--- config.mk ---
export PLATFORM = sky130hd
export DESIGN_NAME = sensor_conditioner
export DESIGN_NICKNAME = d
export VERILOG_FILES = /design/src/rtl/sensor_conditioner_pkg.sv /design/src/rtl/sensor_conditioner_stable.sv /design/src/rtl/sensor_conditioner.sv
export SDC_FILE = /design/constraint.sdc
export NUM_CORES = 1
export LEC_CHECK = 0
export CORE_MARGIN = 2
export CORE_UTILIZATION = 62
export CTS_BUF_LIST = sky130_fd_sc_hd__clkbuf_16
export DETAILED_ROUTE_END_ITERATION = 8
export DONT_BUFFER_PORTS = 1
export PLACE_DENSITY = 0.86
export SYNTH_ARGS = -nofsm -noshare
export SYNTH_HDL_FRONTEND = slang
export SYNTH_SLANG_ARGS = --single-unit
--- constraint.sdc ---
create_clock -name clk -period 2.53 [get_ports clk]
set_input_delay 0.253 -clock clk [delete_from_list [all_inputs] [get_ports clk]]
set_output_delay 0.253 -clock clk [all_outputs]
set_load 0.02 [all_outputs]
--- src/rtl/sensor_conditioner_pkg.sv ---
// Shared types and default parameters for the sensor conditioning block.
package sensor_conditioner_pkg;

    localparam int unsigned SAMPLE_DIV_DEF = 50000;
    localparam int unsigned DEB_N_DEF      = 4;
    localparam int unsigned TEMP_N_DEF     = 8;
    localparam int unsigned TEMP_W         = 5;
    localparam int unsigned CNT_W          = 4;

    typedef enum logic {
        WARMUP = 1'b0,
        RUN    = 1'b1
    } cond_state_t;

endpackage

--- src/rtl/sensor_conditioner_stable.sv ---
// Two-flop synchronizer followed by a tick-sampled stability filter.
module stable_filter
    import sensor_conditioner_pkg::*;
#(
    parameter int unsigned WIDTH = 1,
    parameter int unsigned N     = 4
) (
    input  logic             clk,
    input  logic             rst,
    input  logic             tick,
    input  logic [WIDTH-1:0] raw,
    output logic [WIDTH-1:0] value,
    output logic             accepted
);

    logic [WIDTH-1:0] meta;
    logic [WIDTH-1:0] sync;
    logic [WIDTH-1:0] cand;
    logic [WIDTH-1:0] cand_nxt;
    logic [CNT_W-1:0] count;
    logic [CNT_W-1:0] count_nxt;

    // Bring the asynchronous input into the clk domain.
    always_ff @(posedge clk) begin
        if (rst) begin
            meta <= '0;
            sync <= '0;
        end else begin
            meta <= raw;
            sync <= meta;
        end
    end

    // Next candidate/count for the coming tick; count saturates at N.
    always_comb begin
        cand_nxt  = cand;
        count_nxt = count;
        if (sync == cand) begin
            if (count != CNT_W'(N)) begin
                count_nxt = count + CNT_W'(1);
            end
        end else begin
            cand_nxt  = sync;
            count_nxt = CNT_W'(1);
        end
    end

    // Advance the filter on ticks only; accept once the count reaches N.
    always_ff @(posedge clk) begin
        if (rst) begin
            cand     <= '0;
            count    <= '0;
            value    <= '0;
            accepted <= 1'b0;
        end else if (tick) begin
            cand  <= cand_nxt;
            count <= count_nxt;
            if (count_nxt == CNT_W'(N)) begin
                value    <= cand_nxt;
                accepted <= 1'b1;
            end
        end
    end

endmodule

--- src/rtl/sensor_conditioner.sv ---
// Debounced temperature/presence/ignition inputs with warm-up gating.
module sensor_conditioner
    import sensor_conditioner_pkg::*;
#(
    parameter int unsigned SAMPLE_DIV = SAMPLE_DIV_DEF,
    parameter int unsigned DEB_N      = DEB_N_DEF,
    parameter int unsigned TEMP_N     = TEMP_N_DEF
) (
    input  logic              clk,
    input  logic              rst,
    input  logic [TEMP_W-1:0] temp_raw,
    input  logic              pres_raw,
    input  logic              carro_raw,
    output logic [TEMP_W-1:0] temp_q,
    output logic              pres_q,
    output logic              carro_q,
    output logic              ready,
    output logic              upd
);

    localparam int unsigned DIV_W = (SAMPLE_DIV > 1) ? $clog2(SAMPLE_DIV) : 1;

    logic [DIV_W-1:0]  div_cnt;
    logic              tick;
    logic [TEMP_W-1:0] f_temp;
    logic              f_pres;
    logic              f_carro;
    logic              acc_temp;
    logic              acc_pres;
    logic              acc_carro;
    cond_state_t       state;

    // Free-running sample divider; tick fires while the counter sits at 0.
    always_ff @(posedge clk) begin
        if (rst) begin
            div_cnt <= '0;
        end else if (div_cnt == DIV_W'(SAMPLE_DIV - 1)) begin
            div_cnt <= '0;
        end else begin
            div_cnt <= div_cnt + DIV_W'(1);
        end
    end

    assign tick = (div_cnt == '0);

    stable_filter #(.WIDTH(TEMP_W), .N(TEMP_N)) u_temp (
        .clk      (clk),
        .rst      (rst),
        .tick     (tick),
        .raw      (temp_raw),
        .value    (f_temp),
        .accepted (acc_temp)
    );

    stable_filter #(.WIDTH(1), .N(DEB_N)) u_pres (
        .clk      (clk),
        .rst      (rst),
        .tick     (tick),
        .raw      (pres_raw),
        .value    (f_pres),
        .accepted (acc_pres)
    );

    stable_filter #(.WIDTH(1), .N(DEB_N)) u_carro (
        .clk      (clk),
        .rst      (rst),
        .tick     (tick),
        .raw      (carro_raw),
        .value    (f_carro),
        .accepted (acc_carro)
    );

    // Warm-up gating, output registers and the single-cycle update strobe.
    always_ff @(posedge clk) begin
        if (rst) begin
            state   <= WARMUP;
            temp_q  <= '0;
            pres_q  <= 1'b0;
            carro_q <= 1'b0;
            ready   <= 1'b0;
            upd     <= 1'b0;
        end else begin
            upd <= 1'b0;
            case (state)
                WARMUP: begin
                    if (acc_temp && acc_pres && acc_carro) begin
                        state   <= RUN;
                        temp_q  <= f_temp;
                        pres_q  <= f_pres;
                        carro_q <= f_carro;
                        ready   <= 1'b1;
                        upd     <= 1'b1;
                    end
                end
                RUN: begin
                    temp_q  <= f_temp;
                    pres_q  <= f_pres;
                    carro_q <= f_carro;
                    if ({f_temp, f_pres, f_carro} != {temp_q, pres_q, carro_q}) begin
                        upd <= 1'b1;
                    end
                end
                default: state <= WARMUP;
            endcase
        end
    end

endmodule

==> flow_summary.toml, run 1 <==
[status]
status = "finished clean"

[floorplan]
start_util_pct = 63.95
fp.dieW_um = 73.80
ios = 18
num_rows = 25
coreArea_sq_um = 4723
die_y_um = 73.80
die_area_sq_um = 5446

[critical_path]
cp-startpoint = "div_cnt[0]$_SDFF_PP0_"
critPathSlowestCell = "and4_1"
rr_worst_depth = 7
cp-start-kind = "flop"
critPathMaxFanout = 12
r2r_slack_ns = 0.37
rr_startpoint = "div_cnt[0]$_SDFF_PP0_"
max_stage_delay_ns = 0.56
crit_path_end_kind = "flop"
setup.worst_path.end = "u_carro.value$_SDFFE_PP0P_"
r2r-end = "u_carro.value$_SDFFE_PP0P_"
path_class = "reg -> reg"
cp.required_ns = 2.74
path_buf_inv = 1
cp.arrival_ns = 2.37
critical_path.top_delay_family = "simple AND/OR/NAND/NOR gates"
path_depth = 7
critical_path.cell_chain = "inv_1 > ha_1 > nor4b_2 > and4_1 > nand2_4 > nor4b_4 > mux2_1"

[synth]
synth-edff-count = 0
synth_fa_ha_area_share_pct = 4.971
synth_xor_xnor_area_share_pct = 8.409
yosysSeqAreaShare_pct = 45.73
synthCells = 350
yosysTopAreaCell = "dfxtp_1"
synth_top_family_by_area = "simple AND/OR/NAND/NOR gates"
synth_cell_types = 39
yosys.area_share.simple_pct = 26.55
synth_compound_area_share_pct = 9.403
synth.avg_cell_area_sq_um = 8.630
synthTopCellsByArea = "dfxtp_1, a21oi_1, nand2_1, ha_1, xnor2_1"
ys.flop_type = "dfxtp_1"
synth_fp_nets = 371
synth-async-reset-ratio_pct = 0
syn_area_sq_um = 3020
synth_top_cell_area_share_pct = 45.73
synth_mux_area_share_pct = 1.077
ys_seq_elements = 69
synth.yosys.warnings = 0

[timing]
hold_ws_ns = 0.009986
skew_ns = 0.004692
fin_crit_sh_pct = 85.38
finalHoldViolations = 0
worstMarginPinSlew_ns = 0.7800
setup_tns_ns = 0
rsz0062_at_grt = "no"
fin_crit_ns = 2.160
slew_viol_final = 0
max-slew-margin-rel_pct = 47.76
clock.fmax_ghz = 0.4629
final-setup-viol-count = 0

[clocking]
cts_htree_levels = 3
cts_resized = 0
insertion_delay_ns = 0.33
cts_made_buffers = 9
path_clk_slew_ns = 0.06
clock_sink_count = 69
cts-root-buf = "clkbuf_16"
hold_buffers = 1
ctsLongestPathBuffers = 2
post-cts-setup-buffers = 0
cts_tree = "done"

[finish]
fill_cells = 332
nets = 374
antennaDiodeCount = 0
fin_cells = 425
layout_commonest_cell = "dfxtp_1"
final_cell_mix = "dfxtp_1, nand2_1, nor2_1"
syn_to_final_growth_pct = 13.55
layout-drive-gt1-share_pct = 7.821

[global_routing]
grt_pass1_wl_um = 10280
gr-total-overflow = 0
track_usage_pct = 25.32
grt_max_degree = 45
antenna_found_initial = 0
grt_pass1_vias = 2250

[min_path]
hp-class = "in -> reg"

[drt]
via_per_inst = 5.713
ant_nets = 0
wl_per_cell_um = 14.93
dr.pass1.iters = 5
wirelength_um = 6347
drt_iter0_markers = 166
vias = 2428
drcViolationCount = 0

[job]
cap_violations = 0

[power]
ir_worst_vdd_v = 0.0006435
leakage_nw = 1.312
power_density_nw_per_um2 = 800.7

[placed_design]
io_buffers = 0
dp_hpwl_um = 3883
place.gp.congestion = 0.8478
placed_cells = 407
==> power breakdown <==
part,switching (mW),internal (mW),leakage [nW]
Sequential,0.0333,1.12,0.561
Combinational,0.142,0.0861,0.590
Clock,0.486,0.876,0.161
Total,0.662,2.08,1.31
==> flip-flops by register name, summed over array words and instances (netlist names), 4 cells and up <==
name           flops
u_temp.meta        5
temp_q             5
u_temp.sync        5
div_cnt           16
u_temp.value       5
u_pres.count       4
u_carro.count      4
u_temp.cand        5
u_temp.count       4
==> cell families after synthesis <==
| family | Yosys count |
|---|---|
| compound gates | 51 |
| xor+xnor | 29 |
| fa+ha+maj | 12 |
| buf+inv | 29 |
| flops | 69 |
| mux | 3 |
| simple gates | 157 |
==> per-stage QoR <==
step	utilization, %	area, sq um	worst slack (ns)	power [mW]
after floorplan	-	3020	0.7673	1.344
final	72.61	3430	0.3698	2.746
after global routing	72.61	3430	0.1731	2.835
after global placement	65.01	3070	0.5111	1.369
after detailed placement	65.01	3070	0.4040	1.380
after CTS	72.40	3420	0.3691	2.755
==> cell type report <==
class                      instances  area, sq um  share of cell area, %
clock buffer                       9        225.2                  6.567
clock inverter                     7        103.9                  3.028
inverter                          16        60.06                  1.751
multi-input combinational        252         1523                  44.40
sequential                        69         1381                  40.28
tap                               67        83.83                  2.444
timing repair buffer               5        52.55                  1.532
==> per-layer routing <==
metal  vias to the layer above  routed length, um  track usage (%)  part of all wire [%]
li1                       1184                  -                -                     -
met1                      1146               2537            29.31                    40
met2                        82               3356            44.25                    53
met3                        16                370            7.407                   5.8
met4                         0                 82            8.889                   1.3
met5                         -                  0                0                     0
==> synth_stat cells, types with 4 or more instances <==
| cell | count |
|---|---|
| a211oi_1 | 4 |
| a21oi_1 | 33 |
| and3_1 | 5 |
| clkbuf_1 | 8 |
| dfxtp_1 | 69 |
| ha_1 | 12 |
| inv_1 | 16 |
| nand2_1 | 41 |
| nand3_1 | 26 |
| nand4_1 | 5 |
| nor2_1 | 39 |
| nor2b_1 | 19 |
| nor3_1 | 7 |
| o21ai_0 | 7 |
| xnor2_1 | 17 |
| xor2_1 | 12 |
==> worst min path at each step <==
| stage | from | depth (start not counted) | endpoint | slack [ns] |
|---|---|---|---|---|
| after floorplan | carro_raw | 1 | u_carro.meta$_SDFF_PP0_ | 0.38 |
| after global placement | rst | 1 | u_temp.cand[0]$_SDFFE_PP0P_ | 0.33 |
| after detailed placement | rst | 1 | u_pres.count[1]$_SDFFE_PP0P_ | 0.33 |
| after CTS | rst | 1 | carro_q$_SDFFE_PP0P_ | 0.0004 |
| after global routing | rst | 1 | u_carro.cand$_SDFFE_PP0P_ | 0.01 |
| final | rst | 1 | state$_SDFF_PP0_ | 0.01 |
(Power assumes the default switching activity.)
==> run 2, diff against run 1 <==
--- a/config.mk
+++ b/config.mk
@@ -10,6 +10,7 @@
 export CTS_BUF_LIST = sky130_fd_sc_hd__clkbuf_16
 export DETAILED_ROUTE_END_ITERATION = 8
 export DONT_BUFFER_PORTS = 1
+export HOLD_SLACK_MARGIN = 0.12
 export PLACE_DENSITY = 0.86
 export SYNTH_ARGS = -nofsm -noshare
 export SYNTH_HDL_FRONTEND = slang
==> flow_summary.toml, run 2 (synthesized netlist as in run 1, its figures left out) <==
[status]
status = "finished clean"

[drt]
vias = 2452
via_per_inst = 5.689
route.met2.wl_um = 3505
wl_per_cell_um = 15.27
ant_nets = 0
dr.pass1.iters = 4
wirelength_um = 6580
drcViolationCount = 0
drt-met1-wl_um = 2667
top_layer = "met4"
dr_wl_met3_um = 288
drt_iter0_markers = 193

[finish]
nets = 380
final_cell_mix = "dfxtp_1, nand2_1, nor2_1"
largest_register_ffs = 16
fill_cells = 316
fin_cells = 431
syn_to_final_growth_pct = 15.53
antennaDiodeCount = 0
top_register = "div_cnt"
layout-drive-gt1-share_pct = 7.692
layout_commonest_cell = "dfxtp_1"
multi_input_area_sq_um = 1523
seq_area_sq_um = 1381

[global_routing]
antenna_found_initial = 0
grt_pass1_wl_um = 10630
gr-total-overflow = 0
grt_max_degree = 52
track_usage_pct = 26.43
grt_pass1_vias = 2279

[power]
p_sw_mw = 0.6639
switching_share_pct = 24.11
leakage_nw = 1.338
pwr-share-seq_pct = 42.0
internal_power_mw = 2.090
clkPwrFrac_pct = 49.4
power_density_nw_per_um2 = 789.2
ir_worst_vdd_v = 0.0006474
pwr-share-comb_pct = 8.6

[floorplan]
die_y_um = 73.80
ios = 18
start_util_pct = 63.95
coreArea_sq_um = 4723
num_rows = 25
fp.dieW_um = 73.80
die_area_sq_um = 5446

[placed_design]
io_buffers = 0
place.gp.congestion = 0.8478
dp_hpwl_um = 3883
pre_cts_slack_ns = 0.4040
placed_cells = 407

[timing]
skew_ns = 0.007756
worstMarginPinSlew_ns = 0.7478
fin_crit_ns = 2.178
worst_slack_ns = 0.3524
clock.fmax_ghz = 0.4592
hold_ws_ns = 0.1650
fin_crit_sh_pct = 86.07
final-setup-viol-count = 0
setup_tns_ns = 0
finalHoldViolations = 0
slew_viol_final = 0
rsz0062_at_grt = "no"
max-slew-margin-rel_pct = 49.91

[critical_path]
cp.required_ns = 2.74
critPathMaxFanout = 12
rr_startpoint = "div_cnt[0]$_SDFF_PP0_"
rr_worst_depth = 7
crit_path_end_kind = "flop"
r2r-end = "u_carro.value$_SDFFE_PP0P_"
cp.arrival_ns = 2.39
path_class = "reg -> reg"
cp-start-kind = "flop"
r2r_slack_ns = 0.35

[clocking]
path_clk_slew_ns = 0.06
cts_resized = 0
post-cts-setup-buffers = 0
cts_htree_levels = 3
ctsLongestPathBuffers = 2
cts-root-buf = "clkbuf_16"
clock_sink_count = 69
cts_tree = "done"
cts_made_buffers = 9
insertion_delay_ns = 0.33

[min_path]
min_path_cells = 2
hp-class = "in -> reg"
min_from = "rst"
whs_endpoint = "u_carro.value$_SDFFE_PP0P_"

[job]
cap_violations = 0
[run 2: cell types whose count changed in the layout (fill, tap and decap cells not counted)]
cell / change
dlygate4sd3_1: +6
[run 2: cell type report]
class,instances,share of cell area [%]
multi-input combinational,252,43.64
sequential,69,39.58
clock buffer,9,6.454
timing repair buffer,11,3.227
clock inverter,7,2.976
tap,67,2.402
inverter,16,1.721
[run 2: how the worst max path moves through the flow]
stage | end | cells after the start | start
floorplan | u_carro.value$_SDFFE_PP0P_ | 8 | div_cnt[0]$_SDFF_PP0_
global placement | u_carro.value$_SDFFE_PP0P_ | 7 | div_cnt[0]$_SDFF_PP0_
detailed placement | u_carro.value$_SDFFE_PP0P_ | 7 | div_cnt[0]$_SDFF_PP0_
CTS | u_carro.value$_SDFFE_PP0P_ | 7 | div_cnt[0]$_SDFF_PP0_
global route | u_carro.value$_SDFFE_PP0P_ | 7 | div_cnt[0]$_SDFF_PP0_
finish | u_carro.value$_SDFFE_PP0P_ | 7 | div_cnt[0]$_SDFF_PP0_
[run 2: per-stage QoR]
stage               cell area [sq um]  power [mW]  utilization [%]
finish                           3490       2.754            73.88
global placement                 3070       1.369            65.01
detailed placement               3070       1.380            65.01
floorplan                        3020       1.344                -
CTS                              3490       2.764            73.88
global route                     3490       2.843            73.88
[run 2: routing by layer]
metal	global-route usage [%]	vias up
li1	-	1194
met1	30.23	1176
met2	46.43	69
met3	7.819	13
met4	9.495	0
met5	0	-
[run 2: power by group through the flow]
stage / Sequential (mW) / Combinational [mW] / Clock (mW)
3_3_place_gp: 1.18 / 0.193 / 0
2_1_floorplan: 1.17 / 0.174 / 0
3_5_place_dp: 1.18 / 0.202 / 0
5_1_grt: 1.16 / 0.264 / 1.42
4_1_cts: 1.16 / 0.232 / 1.38
6_report: 1.16 / 0.237 / 1.36
[run 2: repair_timing]
item                                   in CTS  in global routing
hold buffers                                8                  0
setup endpoints to repair                   0                  0
endpoints found under the hold margin      52                  0
[run 2: critical path: stages, from the launching register on]
cell	delay (ns)
dfxtp_1	0.35
inv_1	0.07
ha_1	0.13
nor4b_2	0.23
and4_1	0.57
nand2_4	0.10
nor4b_4	0.26
mux2_1	0.35
==> run 3, diff against run 2 <==
--- a/config.mk
+++ b/config.mk
@@ -6,12 +6,13 @@
 export NUM_CORES = 1
 export LEC_CHECK = 0
 export CORE_MARGIN = 2
-export CORE_UTILIZATION = 62
+export CORE_UTILIZATION = 63
 export CTS_BUF_LIST = sky130_fd_sc_hd__clkbuf_16
 export DETAILED_ROUTE_END_ITERATION = 8
 export DONT_BUFFER_PORTS = 1
 export HOLD_SLACK_MARGIN = 0.12
-export PLACE_DENSITY = 0.86
+export PLACE_DENSITY = 0.87
 export SYNTH_ARGS = -nofsm -noshare
 export SYNTH_HDL_FRONTEND = slang
+export SYNTH_HIERARCHICAL = 1
 export SYNTH_SLANG_ARGS = --single-unit
==> flow_summary.toml, run 3 <==
[critical_path]
path_class = "reg -> reg"
rr_startpoint = "div_cnt[5]$_SDFF_PP0_"
cp-startpoint = "div_cnt[5]$_SDFF_PP0_"
crit_path_end_kind = "flop"
cp.required_ns = 2.74
critPathMaxFanout = 10
cp-start-kind = "flop"
cp.arrival_ns = 2.60

[placed_design]
placed_cells = 397
placed_cell_area_sq_um = 3236
dp_hpwl_um = 3756
place.gp.congestion = 0.8327
io_buffers = 0
pre_cts_slack_ns = 0.01616

[synth]
synth.yosys.warnings = 6
synthTopCellsByArea = "dfxtp_1, xnor2_1, ha_1, a21oi_1, nor2_1"
synthCells = 337
yosysSeqAreaShare_pct = 43.38
syn_area_sq_um = 3184
yosysMostFrequentCell = "dfxtp_1"
ys.flop_type = "dfxtp_1"
synth_top_cell_area_share_pct = 43.38
synth-async-reset-ratio_pct = 0
synth.avg_cell_area_sq_um = 9.449
synth-edff-count = 0
yosys-top-cells-count = "dfxtp_1, nor2_1, xnor2_1"
synth_fp_nets = 358
yosysTopAreaCell = "dfxtp_1"
synth_cell_types = 45
ys_seq_elements = 69

[finish]
largest_register_ffs = 16
antennaDiodeCount = 0
top_register = "div_cnt"
layout-drive-gt1-share_pct = 14.04
layout_commonest_cell = "dfxtp_1"
syn_to_final_growth_pct = 14.38
final_cell_mix = "dfxtp_1, nor2_1, xnor2_1"
finalInstanceArea_sq_um = 3642
final_core_utilization_pct = 76.10
fin_cells = 423
nets = 373

[clocking]
clock_sink_count = 69
cts_tree = "done"
insertion_delay_ns = 0.33
cts_htree_levels = 3
cts-root-buf = "clkbuf_16"
cts_made_buffers = 9
path_clk_slew_ns = 0.06
ctsLongestPathBuffers = 2

[timing]
clock.fmax_ghz = 0.4179
skew_ns = 0.005772
worstMarginPinSlew_ns = 0.6182
fin_crit_sh_pct = 94.57
worst_slack_ns = 0.1374
rsz0062_at_grt = "no"
hold_ws_ns = 0.1940
setup_tns_ns = 0
finalHoldViolations = 0
fin_crit_ns = 2.393
max-slew-margin-rel_pct = 58.59
final-setup-viol-count = 0
slew_viol_final = 0

[drt]
drcViolationCount = 0
dr.pass1.iters = 4
wirelength_um = 5989
via_per_inst = 5.539
wl_per_cell_um = 14.16
vias = 2343
drt_iter0_markers = 112
ant_nets = 0

[power]
internal_power_mw = 1.994
ir_worst_vdd_v = 0.0004489
switching_share_pct = 23.85
pwr-share-comb_pct = 10.6
clkPwrFrac_pct = 45.2
pwr-share-seq_pct = 44.1
p_sw_mw = 0.6246
leakage_nw = 1.338
p_total_mw = 2.619
power_density_nw_per_um2 = 719.1

[floorplan]
fp.dieW_um = 75.10
die_area_sq_um = 5639
num_rows = 25
die_y_um = 75.10
start_util_pct = 66.54
coreArea_sq_um = 4786
ios = 18

[global_routing]
grt_max_degree = 52
grt_pass1_wl_um = 9811
track_usage_pct = 23.18
gr-total-overflow = 0
grt_pass1_vias = 2175
antenna_found_initial = 0

[status]
status = "finished clean"

[job]
cap_violations = 0

[min_path]
hp-class = "in -> reg"
min_from = "rst"
## run 3: path summary, 6_finish.rpt
kind                                  end  slack (ns)  depth (start not counted)
max reg2reg  u_temp/value[2]$_SDFFE_PP0P_        0.14                          8
min             u_pres/value$_SDFFE_PP0P_        0.19                          2
min reg2reg     u_temp/sync[4]$_SDFF_PP0_        0.43                          1
max          u_temp/value[2]$_SDFFE_PP0P_        0.14                          8
## run 3: area by class of cell
type	count	area, sq um
multi-input combinational	241	1693
sequential	69	1381
fill	328	1144
clock buffer	9	225.2
timing repair buffer	15	142.6
tap	67	83.83
inverter	16	60.06
clock inverter	6	56.30
## run 3: what timing repair did
item | CTS | global route
resized for setup | 1 | 1
endpoints found under the hold margin | 52 | 0
setup endpoints to repair | 1 | 6
pin swaps | 0 | 1
setup buffers | 0 | 3
hold buffers | 8 | 0
## run 3: per-layer routing
layer,GRT usage [%],up-vias,routed length (um)
li1,-,1174,-
met1,28.18,1113,2733
met5,0,-,0
met3,7.363,17,187
met4,10.12,0,142
met2,37.72,39,2925
## run 3: critical path: stages (launching register included)
cell and delay (ns):
dfxtp_1 0.34, or4_4 0.53, nor4_4 0.18, and3_4 0.30
nand2_1 0.11, mux2i_4 0.14, or3b_4 0.43, o21ai_1 0.15
a21oi_1 0.08
## run 3: logic make-up (layout without fill, tap and decap cells)
kind of cell / count (synthesis) / count (layout) / synth area share (%)
AOI/OAI and AO/OA: 45 / 45 / 8.998
adders and majority gates: 12 / 12 / 4.715
DFF: 69 / 69 / 43.38
xor gates and xnor gates: 29 / 29 / 7.977
buffers and inverters: 27 / 46 / 3.850
muxes: 12 / 12 / 5.265
and+or+nand+nor: 143 / 143 / 25.82
## run 3: power groups by stage
stage	registers [mW]	clock network, mW	logic, mW
floorplan	1.17	0	0.207
global placement	1.18	0	0.223
detailed placement	1.18	0	0.233
CTS	1.16	1.19	0.261
global route	1.16	1.25	0.307
finish	1.16	1.18	0.279
